## src/rtl/demux_reg_n_if.sv

```systemverilog
// Valid/ready bus bundle for demux_reg_n: one input stream, NCH output channels,
// error pulse and per-channel transfer counts.
interface demux_reg_n_if #(
    parameter int WIDTH = 8,
    parameter int NCH   = 4,
    parameter int SELW  = 2,
    parameter int CNTW  = 8
);
    logic [WIDTH-1:0]     in_data;
    logic [SELW-1:0]      in_sel;
    logic                 in_bcast;
    logic                 in_valid;
    logic                 in_ready;
    logic [NCH*WIDTH-1:0] out_data;
    logic [NCH-1:0]       out_valid;
    logic [NCH-1:0]       out_ready;
    logic                 err_sel;
    logic [NCH*CNTW-1:0]  xfer_cnt;

    // Producer/consumer side of the bus
    modport master (
        output in_data, in_sel, in_bcast, in_valid, out_ready,
        input  in_ready, out_data, out_valid, err_sel, xfer_cnt
    );

    // Demultiplexer side of the bus
    modport slave (
        input  in_data, in_sel, in_bcast, in_valid, out_ready,
        output in_ready, out_data, out_valid, err_sel, xfer_cnt
    );
endinterface

```

## src/rtl/demux_reg_n.sv

```systemverilog
// Registered 1:N demultiplexer with unicast/broadcast routing and a one-entry
// holding register per channel. Define DEMUX_REG_N_CNT_EN to build drain counters.
module demux_reg_n #(
    parameter int WIDTH = 8,
    parameter int NCH   = 4,
    parameter int SELW  = 2,
    parameter int CNTW  = 8
) (
    input  logic            clk,
    input  logic            rst,
    demux_reg_n_if.slave    bus
);
    localparam logic [0:0] ST_EMPTY = 1'b0;
    localparam logic [0:0] ST_FULL  = 1'b1;

    logic [NCH-1:0]       state_full;
    logic [NCH-1:0]       free;
    logic [NCH-1:0]       sel_hit;
    logic [NCH-1:0]       load;
    logic [NCH-1:0]       drain;
    logic                 sel_ok;
    logic                 in_ready_c;
    logic                 accept;
    logic                 err_sel_reg;
    logic [NCH*WIDTH-1:0] out_data_vec;
    logic [NCH*CNTW-1:0]  cnt_vec;

    genvar gi;
    generate
        for (gi = 0; gi < NCH; gi++) begin : g_ch
            localparam logic [SELW-1:0] IDX = SELW'(gi);

            logic [0:0]       state_reg;
            logic [WIDTH-1:0] data_reg;

            assign sel_hit[gi]    = (bus.in_sel == IDX);
            assign state_full[gi] = (state_reg == ST_FULL);
            // A full channel is still free if its consumer takes the beat this edge
            assign free[gi]       = !state_full[gi] || bus.out_ready[gi];
            assign drain[gi]      = state_full[gi] && bus.out_ready[gi];
            assign load[gi]       = accept && (bus.in_bcast || sel_hit[gi]);

            always_ff @(posedge clk or posedge rst) begin
                if (rst) begin
                    state_reg <= ST_EMPTY;
                    data_reg  <= '0;
                end else if (load[gi]) begin
                    state_reg <= ST_FULL;
                    data_reg  <= bus.in_data;
                end else if (drain[gi]) begin
                    state_reg <= ST_EMPTY;
                end
            end

            assign out_data_vec[gi*WIDTH +: WIDTH] = data_reg;

`ifdef DEMUX_REG_N_CNT_EN
            logic [CNTW-1:0] cnt_reg;

            always_ff @(posedge clk or posedge rst) begin
                if (rst) begin
                    cnt_reg <= '0;
                end else if (drain[gi]) begin
                    cnt_reg <= cnt_reg + CNTW'(1);
                end
            end

            assign cnt_vec[gi*CNTW +: CNTW] = cnt_reg;
`else
            assign cnt_vec[gi*CNTW +: CNTW] = '0;
`endif
        end
    endgenerate

    // No channel matches when the select is out of range; such beats are sunk
    assign sel_ok     = |sel_hit;
    assign in_ready_c = bus.in_bcast ? &free
                      : (sel_ok ? |(sel_hit & free) : 1'b1);
    assign accept     = bus.in_valid && in_ready_c;

    always_ff @(posedge clk or posedge rst) begin
        if (rst) begin
            err_sel_reg <= 1'b0;
        end else begin
            err_sel_reg <= accept && !bus.in_bcast && !sel_ok;
        end
    end

    assign bus.in_ready  = in_ready_c;
    assign bus.out_valid = state_full;
    assign bus.out_data  = out_data_vec;
    assign bus.err_sel   = err_sel_reg;
    assign bus.xfer_cnt  = cnt_vec;
endmodule

```

## src/flat_wrapper.sv

```systemverilog
// flat-port wrapper written by rule: the top's interface ports become plain ports
module demux_reg_n_flat 
#(
    parameter int WIDTH = 8,
    parameter int NCH   = 4,
    parameter int SELW  = 2,
    parameter int CNTW  = 8
)
  (clk, rst, bus_in_data, bus_in_sel, bus_in_bcast, bus_in_valid, bus_out_ready, bus_in_ready, bus_out_data, bus_out_valid, bus_err_sel, bus_xfer_cnt);
  demux_reg_n_if #(.WIDTH(WIDTH), .NCH(NCH), .SELW(SELW), .CNTW(CNTW)) bus_i ();
  input  logic clk;
  input  logic rst;
  input wire logic [$bits(bus_i.in_data)-1:0] bus_in_data;
  input wire logic [$bits(bus_i.in_sel)-1:0] bus_in_sel;
  input wire logic [$bits(bus_i.in_bcast)-1:0] bus_in_bcast;
  input wire logic [$bits(bus_i.in_valid)-1:0] bus_in_valid;
  input wire logic [$bits(bus_i.out_ready)-1:0] bus_out_ready;
  output wire logic [$bits(bus_i.in_ready)-1:0] bus_in_ready;
  output wire logic [$bits(bus_i.out_data)-1:0] bus_out_data;
  output wire logic [$bits(bus_i.out_valid)-1:0] bus_out_valid;
  output wire logic [$bits(bus_i.err_sel)-1:0] bus_err_sel;
  output wire logic [$bits(bus_i.xfer_cnt)-1:0] bus_xfer_cnt;
  assign bus_i.in_data = bus_in_data;
  assign bus_i.in_sel = bus_in_sel;
  assign bus_i.in_bcast = bus_in_bcast;
  assign bus_i.in_valid = bus_in_valid;
  assign bus_i.out_ready = bus_out_ready;
  assign bus_in_ready = bus_i.in_ready;
  assign bus_out_data = bus_i.out_data;
  assign bus_out_valid = bus_i.out_valid;
  assign bus_err_sel = bus_i.err_sel;
  assign bus_xfer_cnt = bus_i.xfer_cnt;
  demux_reg_n #(.WIDTH(WIDTH), .NCH(NCH), .SELW(SELW), .CNTW(CNTW)) u_core (.clk(clk), .rst(rst), .bus(bus_i));
endmodule
```

## config.mk

```make
export PLATFORM = sky130hd
export DESIGN_NAME = demux_reg_n_flat
export DESIGN_NICKNAME = d
export VERILOG_FILES = /design/src/rtl/demux_reg_n_if.sv /design/src/rtl/demux_reg_n.sv /design/src/flat_wrapper.sv
export SDC_FILE = /design/constraint.sdc
export NUM_CORES = 1
export LEC_CHECK = 0
export BUFFER_PORTS_ARGS = -buffer_cell sky130_fd_sc_hd__buf_4
export CORE_MARGIN = 3
export CORE_UTILIZATION = 41
export DETAILED_ROUTE_END_ITERATION = 6
export PLACE_DENSITY = 0.8
export SYNTH_ARGS = -nofsm -noshare
export SYNTH_HDL_FRONTEND = slang
export SYNTH_SLANG_ARGS = --single-unit
```

## constraint.sdc

```tcl
create_clock -name clk -period 1.6 [get_ports clk]
set_input_delay 0.32 -clock clk [delete_from_list [all_inputs] [get_ports clk]]
set_output_delay 0.32 -clock clk [all_outputs]
set_load 0.005 [all_outputs]
```

==> results.txt, run 1 <==
The flow ran to the end, but the final reports show violations. The checks that failed: setup timing. The count of standard-cell rows is 23. The height of the chip is 72.0 um. The share of the clock period used by the worst path came out at 1.06. The data arrival at the endpoint of the critical path came out at 1.38 ns. The share of cells above drive strength 1 came out at 0.585.

For the finished layout, the period the worst path requires is between 1.5 and 2 ns. The number of pins exceeding their max-slew limit in the final report came to 0. Entering global routing, the biggest net connects 38 pins.

The total overflow left after global routing is 0. Clock-pin slew was measured on the worst setup and hold paths at 0.07 ns. The die outline width is 72.0 um. The number of top-level pins came out at 88. The footprint of the flip-flops and latches came out at 926 um^2. The area overhead of the layout relative to synthesis is 40.8%. The average size of a mapped cell came out at between 10 and 15 um^2. Once placement finished, the instance area stood at 2230 um^2. The standard cell core area is 4090 um^2.

The reg-to-reg critical path endpoint is u_core.g_ch[2].data_reg[6]. Using the TritonRoute via totals, the vias-per-cell ratio works out to 4.49. The peak supply drop is between 0.0008 and 0.0009 V. The cell count after synthesis came out at 134. The number of setup violations in the final report is 17. The library cell with the largest summed area after synthesis is sky130_fd_sc_hd__dfrtp_1. The fill cell instance count of the final layout came out at between 300 and 400. The leakage power is 1.28 nW. The DRC violations left came out at 0. The net count of the finished layout is 230. The worst hold path belongs to the class in -> async.

Ranked by total cell area, the synthesized netlist is headed by sky130_fd_sc_hd__dfrtp_1 (52%), sky130_fd_sc_hd__mux2_2 (20%), sky130_fd_sc_hd__buf_4 (15%), sky130_fd_sc_hd__nand2b_1 (2.1%), sky130_fd_sc_hd__o32ai_4 (1.5%). The clock skew after layout is 0.00784 ns. In the final layout, the multi-input gates occupy 827 um^2. The total of warnings raised by yosys came out at 0. In the global route stage, overall resource usage came out at 0.146. The met3 wire length came out at roughly 360 um. The clock latency of the later-clocked register in the worst-skew pair is ~0.28 ns. In this run the number of H-tree levels came out at 2. The HPWL reported at the end of detailed placement came out at ~2500 um.

The minimum setup slack in the final design came out at -0.0960 ns. The flop and latch count out of synthesis came out at 37. The routed wire length is 3720 um. The tree is rooted in a sky130_fd_sc_hd__clkbuf_8. The clock buffer count from CTS came out at 5. The cell area after layout came out at around 2500 um^2. The via count of the first global-routing pass came out at 1171. The endpoint required time on the critical path came out at 1.28 ns. In this run the tool buffered the top-level ports with 55 buffer cells. The area share of the leading cell type in the synthesized netlist is 0.519. No sink is reached through more buffers than the 2 on the longest clock path. The number of unique standard cell types used by synthesis came out at 25. The capturing element type of the critical path is an output pin.

The tool flagged a number of max-cap violations equal to 0. Setup slack on the worst reg-to-reg path comes out at -0.1 ns. The achievable clock frequency is around 600 MHz.

The worst register-to-register path has a depth of 6. The detailed router finished its first iteration with 27 violations. The largest driver fanout on the critical path came out at 3. The met2 wire length is 1810 um.

Of the synthesized area, sequential elements account for 0.519. The cts-stage hold buffer count came out at 0. The count of final hold-check violations is 0. The overall die area came out at 5180 um^2. The final weighted congestion in routability-driven placement is 0.717. 0 antenna diodes ended up in the layout.

The flip-flop count of the largest register, all copies and words added is 32. The post-route antenna net violation count is 0. The initial antenna violation count was 0. Summing over every cut layer, the via total after detailed routing is ~1.2k.

The detail-routed net length per standard cell came out at 14.2 um. The classification of the worst setup path is reg -> out. The iteration count of the initial detailed-routing pass came out at 2.

The initial utilization of the core area, before any placement, comes to 0.437. In this run the top signal layer used is met4. TritonCTS built the clock tree. The utilization of the core after routing is 0.615. In the final routing, the length of wire on met1 measures 1530 um. The launch point of the worst reg-to-reg path is u_core.g_ch[2].state_reg.

The final hold slack came out at 0.138 ns. The cell area after technology mapping is 1790 um^2. Setup repair after global routing could not meet its margin everywhere. The placement-stage worst setup slack came out at -0.183 ns. The wire length of the first global-routing pass is around 5800 um. The kind of launch point of the worst setup path is a flop. The power density relative to cell area came out at ~1300 nW/um^2. Clock tree synthesis found a total of 37 sinks.
critical path: stages, from the launching register on:
cell and delay, ns:
sky130_fd_sc_hd__dfrtp_1 0.38, sky130_fd_sc_hd__nand2b_1 0.15, sky130_fd_sc_hd__buf_6 0.12, sky130_fd_sc_hd__mux2i_1 0.05, sky130_fd_sc_hd__o21a_1 0.17, sky130_fd_sc_hd__o22ai_2 0.09
sky130_fd_sc_hd__buf_4 0.13
synthesized netlist by cell type, drive strengths merged:
cell    count
and2        1
o21ai       1
mux2i       1
o22ai       2
nand2b      6
nor2b       1
inv         2
buf        36
mux2       32
nor3b       1
nor2        3
a41oi       1
o21a        1
o32ai       1
nand3       1
conb        1
or3b        1
nand4       1
o21bai      1
nand2       2
dfrtp      37
and4b       1
cell usage in the layout, fill, tap and decap left out:
| master | instances |
|---|---|
| sky130_fd_sc_hd__o21ai_4 | 1 |
| sky130_fd_sc_hd__nor3b_1 | 1 |
| sky130_fd_sc_hd__buf_4 | 71 |
| sky130_fd_sc_hd__nand2b_1 | 5 |
| sky130_fd_sc_hd__o22ai_2 | 1 |
| sky130_fd_sc_hd__buf_6 | 1 |
| sky130_fd_sc_hd__nor2_4 | 1 |
| sky130_fd_sc_hd__buf_12 | 3 |
| sky130_fd_sc_hd__o21bai_1 | 1 |
| sky130_fd_sc_hd__dfrtp_1 | 37 |
| sky130_fd_sc_hd__mux2i_1 | 1 |
| sky130_fd_sc_hd__and4b_2 | 1 |
| sky130_fd_sc_hd__clkbuf_1 | 1 |
| sky130_fd_sc_hd__nor2_2 | 1 |
| sky130_fd_sc_hd__nand3_1 | 1 |
| sky130_fd_sc_hd__o32ai_4 | 1 |
| sky130_fd_sc_hd__or3b_4 | 1 |
| sky130_fd_sc_hd__nand2b_4 | 1 |
| sky130_fd_sc_hd__a41oi_2 | 1 |
| sky130_fd_sc_hd__mux2_4 | 24 |
| sky130_fd_sc_hd__o22ai_4 | 1 |
| sky130_fd_sc_hd__o21a_1 | 1 |
| sky130_fd_sc_hd__inv_1 | 2 |
| sky130_fd_sc_hd__nor2b_4 | 1 |
| sky130_fd_sc_hd__mux2_2 | 8 |
| sky130_fd_sc_hd__nor2_1 | 1 |
| sky130_fd_sc_hd__and2_1 | 1 |
| sky130_fd_sc_hd__clkbuf_8 | 6 |
| sky130_fd_sc_hd__conb_1 | 33 |
| sky130_fd_sc_hd__nand4_1 | 1 |
| sky130_fd_sc_hd__nand2_1 | 2 |
logic make-up after synthesis:
family | synth area share
buffers and inverters | 0.156
AO/OA/AOI/OAI | 0.0526
AND/OR/NAND/NOR | 0.0638
multiplexers | 0.207
flip-flops | 0.519
other | 0.00210
power breakdown:
part / leakage [nW] / switching [W] / internal (W)
Combinational: 0.798 / 0.000388 / 0.000820
Clock: 0.0443 / 0.000301 / 0.000341
Sequential: 0.438 / 0.000163 / 0.00122
cell type report:
| class | instances | share of cell area |
|---|---|---|
| inverter | 2 | 0.00299 |
| tap | 50 | 0.0249 |
| clock buffer | 7 | 0.0343 |
| multi-input combinational | 91 | 0.329 |
| timing repair buffer | 75 | 0.240 |
| sequential | 37 | 0.368 |
routing by layer:
layer | global-route usage | vias to the layer above
met5 | 0 | -
met1 | 0.177 | 573
met3 | 0.0554 | 5
li1 | - | 541
met2 | 0.239 | 57
met4 | 0.0501 | 0
worst max path at each step:
stage                                   startpoint                         end
final                     u_core.g_ch[0].state_reg                bus_in_ready
after CTS                 u_core.g_ch[0].state_reg                bus_in_ready
after global placement            bus_out_ready[1]  u_core.g_ch[0].data_reg[2]
after global routing      u_core.g_ch[2].state_reg                bus_in_ready
after floorplan           u_core.g_ch[0].state_reg  u_core.g_ch[2].data_reg[0]
after detailed placement          bus_out_ready[1]  u_core.g_ch[0].data_reg[2]
metrics by stage:
| stage | std cells | total power [W] | setup TNS [ns] |
|---|---|---|---|
| final | 262 | 0.00323 | -1.10 |
| after global routing | 262 | 0.00343 | -2.81 |
| after CTS | 260 | 0.00321 | -1.57 |
| after detailed placement | 248 | 0.00241 | -3.86 |
| after global placement | 248 | 0.00239 | -2.95 |
| after floorplan | 166 | 0.00185 | 0 |
timing repair:
item | in CTS | in global routing
buffers inserted | 5 | 2
cloned | 0 | 0
pin swaps | 4 | 2
setup endpoints to repair | 33 | 28
gates resized for setup | 21 | 11
Note: power is estimated with default switching activity, not from simulation.
==> inputs of run 2 (changes only) <==
--- a/config.mk
+++ b/config.mk
@@ -7,9 +7,9 @@
 export LEC_CHECK = 0
 export BUFFER_PORTS_ARGS = -buffer_cell sky130_fd_sc_hd__buf_4
 export CORE_MARGIN = 3
-export CORE_UTILIZATION = 41
+export CORE_UTILIZATION = 45
 export DETAILED_ROUTE_END_ITERATION = 6
-export PLACE_DENSITY = 0.8
+export PLACE_DENSITY = 0.83
 export SYNTH_ARGS = -nofsm -noshare
 export SYNTH_HDL_FRONTEND = slang
 export SYNTH_SLANG_ARGS = --single-unit
==> constraint.sdc (replaced) <==
create_clock -name clk -period 1.9 [get_ports clk]
set_input_delay 0.38 -clock clk [delete_from_list [all_inputs] [get_ports clk]]
set_output_delay 0.38 -clock clk [all_outputs]
set_load 0.005 [all_outputs]
==> results.txt, run 2 (same netlist as run 1, synthesis figures left out) <==
In this run the clock root is driven by a sky130_fd_sc_hd__clkbuf_8. The count of final hold-check violations is 0. The number of setup violations in the final report is 0.

Setup repair after global routing left no endpoint under its margin. The share of the clock period used by the worst path is 0.939. The flow ran to the end, and the final reports show no timing, DRC or antenna violations. The endpoint required time on the critical path came out at 1.52 ns.

Max-cap violations in this run came to 0. The classification of the worst setup path is reg -> out. The wire length the detailed router placed on met1 came out at 1360 um. The capturing element type of the critical path is an output pin. The footprint of the flip-flops and latches is 926 um^2. The total instance count after detailed placement is between 200 and 250.

The clock buffer count from CTS came out at 5. The starting utilization of the core area is 0.477. The initial antenna violation count is 0. The largest driver fanout on the critical path came out at 6. The via count of the first global-routing pass came out at roughly 1.1k. Together, buffers and inverters on the worst path number 1. In this run the static leakage power is approximately 1.1 nW. After clock tree synthesis, the repair step resized 0 gates. The worst max-slew margin expressed relative to the limit came out at 0.634. The cts-stage hold buffer count came out at 0. In the layout the commonest cells are sky130_fd_sc_hd__buf_4 (57), sky130_fd_sc_hd__dfrtp_1 (37), sky130_fd_sc_hd__conb_1 (33). For this run, the post-layout net count is 212.

The number of pins exceeding their max-slew limit in the final report came out at 0. The biggest cell delay along the critical path came out at 0.38 ns. The slowest cell on the critical path is sky130_fd_sc_hd__dfrtp_1. The clock skew after layout came out at around 0.0054 ns. The die is ~70 um wide. The first global-routing pass estimated 5390 um of wire. The total of buffers placed on input and output ports came out at 55.

After detailed routing, no signal wire sits above met3. Clock-pin slew was measured on the worst setup and hold paths at ~0.080 ns. The number of vias per cell came out at 4.58.

The share of cells above drive strength 1 came out at 0.533. The number of top-level pins is 88. At the end of routability-driven placement, the weighted congestion stood at 0.713. The overall track demand over capacity in global routing came out at 0.158.

In this design, the largest share of critical-path delay is due to flip-flops. The clock latency of the later-clocked register in the worst-skew pair came out at between 0.2 and 0.3 ns. The worst setup path is launched from a flop. The worst-case IR drop observed on VDD is 0.000719 V.

The final total negative setup slack came out at 0 ns. CTS saw 37 sinks. The flip-flop count of the largest register, all copies and words added is 32. The repair_antennas step left the layout with diodes totalling 0. The number of standard cells in the layout, taps in and fillers out is 243.

The post-CTS repair timing setup buffer count came out at 0. The maximum buffer depth of the clock tree came out at 2. The power density relative to cell area is 1220 nW/um^2. For the worst setup path, the data arrival time is 1.40 ns.

The iteration count of the initial detailed-routing pass came out at 4. The tightest min-delay check is of the in -> async type. The fill cell instance count of the final layout came out at 333. The HPWL reported at the end of detailed placement is 2620 um. The maximum level of the CTS H-tree came out at 2. The count of standard-cell rows is 22.

The count of vias placed by the detailed router is 1112. The met3 wire length came out at 400 um. The overall die area came out at about 4800 um^2. The DRC violations left is 0.

The area used by multi-input combinational logic came out at 717 um^2. The total overflow left after global routing is 0. For the finished layout, the period the worst path requires is 1.78 ns. After detailed placement, the total cell area comes to 2120 um^2. Once layout is done, the placed cells without fillers occupy 2280 um^2. TritonCTS built the clock tree. The detail-routed net length per standard cell is around 14 um. The area overhead of the layout relative to synthesis is 27.5%. The post-route antenna net violation count is 0. The standard cell core area is 3740 um^2. The transition at the pin with the smallest max-transition slack came out at roughly 0.55 ns. Walking the worst path, the cells encountered are nand2b_1, mux2i_1, o21a_1, o22ai_1, buf_4. The library cell used most frequently in the layout, excluding fill and tap cells, is sky130_fd_sc_hd__buf_4. The achievable clock frequency came out at 561 MHz.

The routed wire length came out at roughly 3500 um. The height of the chip is 69.0 um. The routed design uses 1710 um of met2 wire. The number of DRC markers in iteration 0 is 73. The final hold slack is 0.192 ns. Entering global routing, the biggest net connects 38 pins.

After layout, the design draws a total of 0.00278 W.
[run 2: changes by cell type in the layout (fill, tap and decap cells not counted), sizes merged]
cell    before  now
buf         75   57
clkbuf       7    5
bufinv       0    2
inv          2    3
[run 2: per-stage QoR]
| stage | setup WS (ns) | utilization |
|---|---|---|
| 2_1_floorplan | 0.293 | - |
| 3_3_place_gp | 0.0173 | 0.567 |
| 3_5_place_dp | 0.0286 | 0.567 |
| 4_1_cts | 0.0688 | 0.604 |
| 5_1_grt | 0.0256 | 0.608 |
| 6_report | 0.116 | 0.608 |
[run 2: routing by layer]
| layer | vias to the layer above | GRT usage |
|---|---|---|
| li1 | 505 | - |
| met1 | 547 | 0.197 |
| met2 | 60 | 0.254 |
| met3 | 0 | 0.0665 |
| met4 | 0 | 0.0365 |
| met5 | - | 0 |
[run 2: final timing paths]
| path | startpoint | end | slack [ns] | cells after the start |
|---|---|---|---|---|
| max in group asynchronous | rst | u_core.g_ch[3].state_reg | 1.39 | 3 |
| worst max-delay path | u_core.g_ch[2].state_reg | bus_in_ready | 0.12 | 5 |
| min in group clk | bus_in_data[3] | u_core.g_ch[0].data_reg[3] | 0.33 | 2 |
| worst min register to register | u_core.g_ch[0].data_reg[3] | u_core.g_ch[0].data_reg[3] | 0.49 | 1 |
| worst max register to register | u_core.g_ch[1].state_reg | u_core.g_ch[1].data_reg[6] | 0.17 | 4 |
| worst min-delay path | rst | u_core.g_ch[2].data_reg[4] | 0.19 | 3 |
[run 2: tightest hold or removal path, cell delays in order]
cell                    delay, ns
sky130_fd_sc_hd__buf_4       0.10
sky130_fd_sc_hd__inv_1       0.04
sky130_fd_sc_hd__buf_4       0.39
[run 2: area by class of cell]
cell class / count / share of cell area
inverters: 2 / 0.00330
multi-input cells: 91 / 0.315
clock buffers: 5 / 0.0302
well taps: 48 / 0.0264
repair buffers: 57 / 0.188
clock inverters: 3 / 0.0302
flip-flops and latches: 37 / 0.407
[run 2: power by group]
| group | switching [W] | internal, W | total, W |
|---|---|---|---|
| combinational | 0.000289 | 0.000519 | 0.000808 |
| sequential | 0.000131 | 0.00102 | 0.00116 |
| clock | 0.000291 | 0.000528 | 0.000820 |
| total | 0.000711 | 0.00207 | 0.00278 |
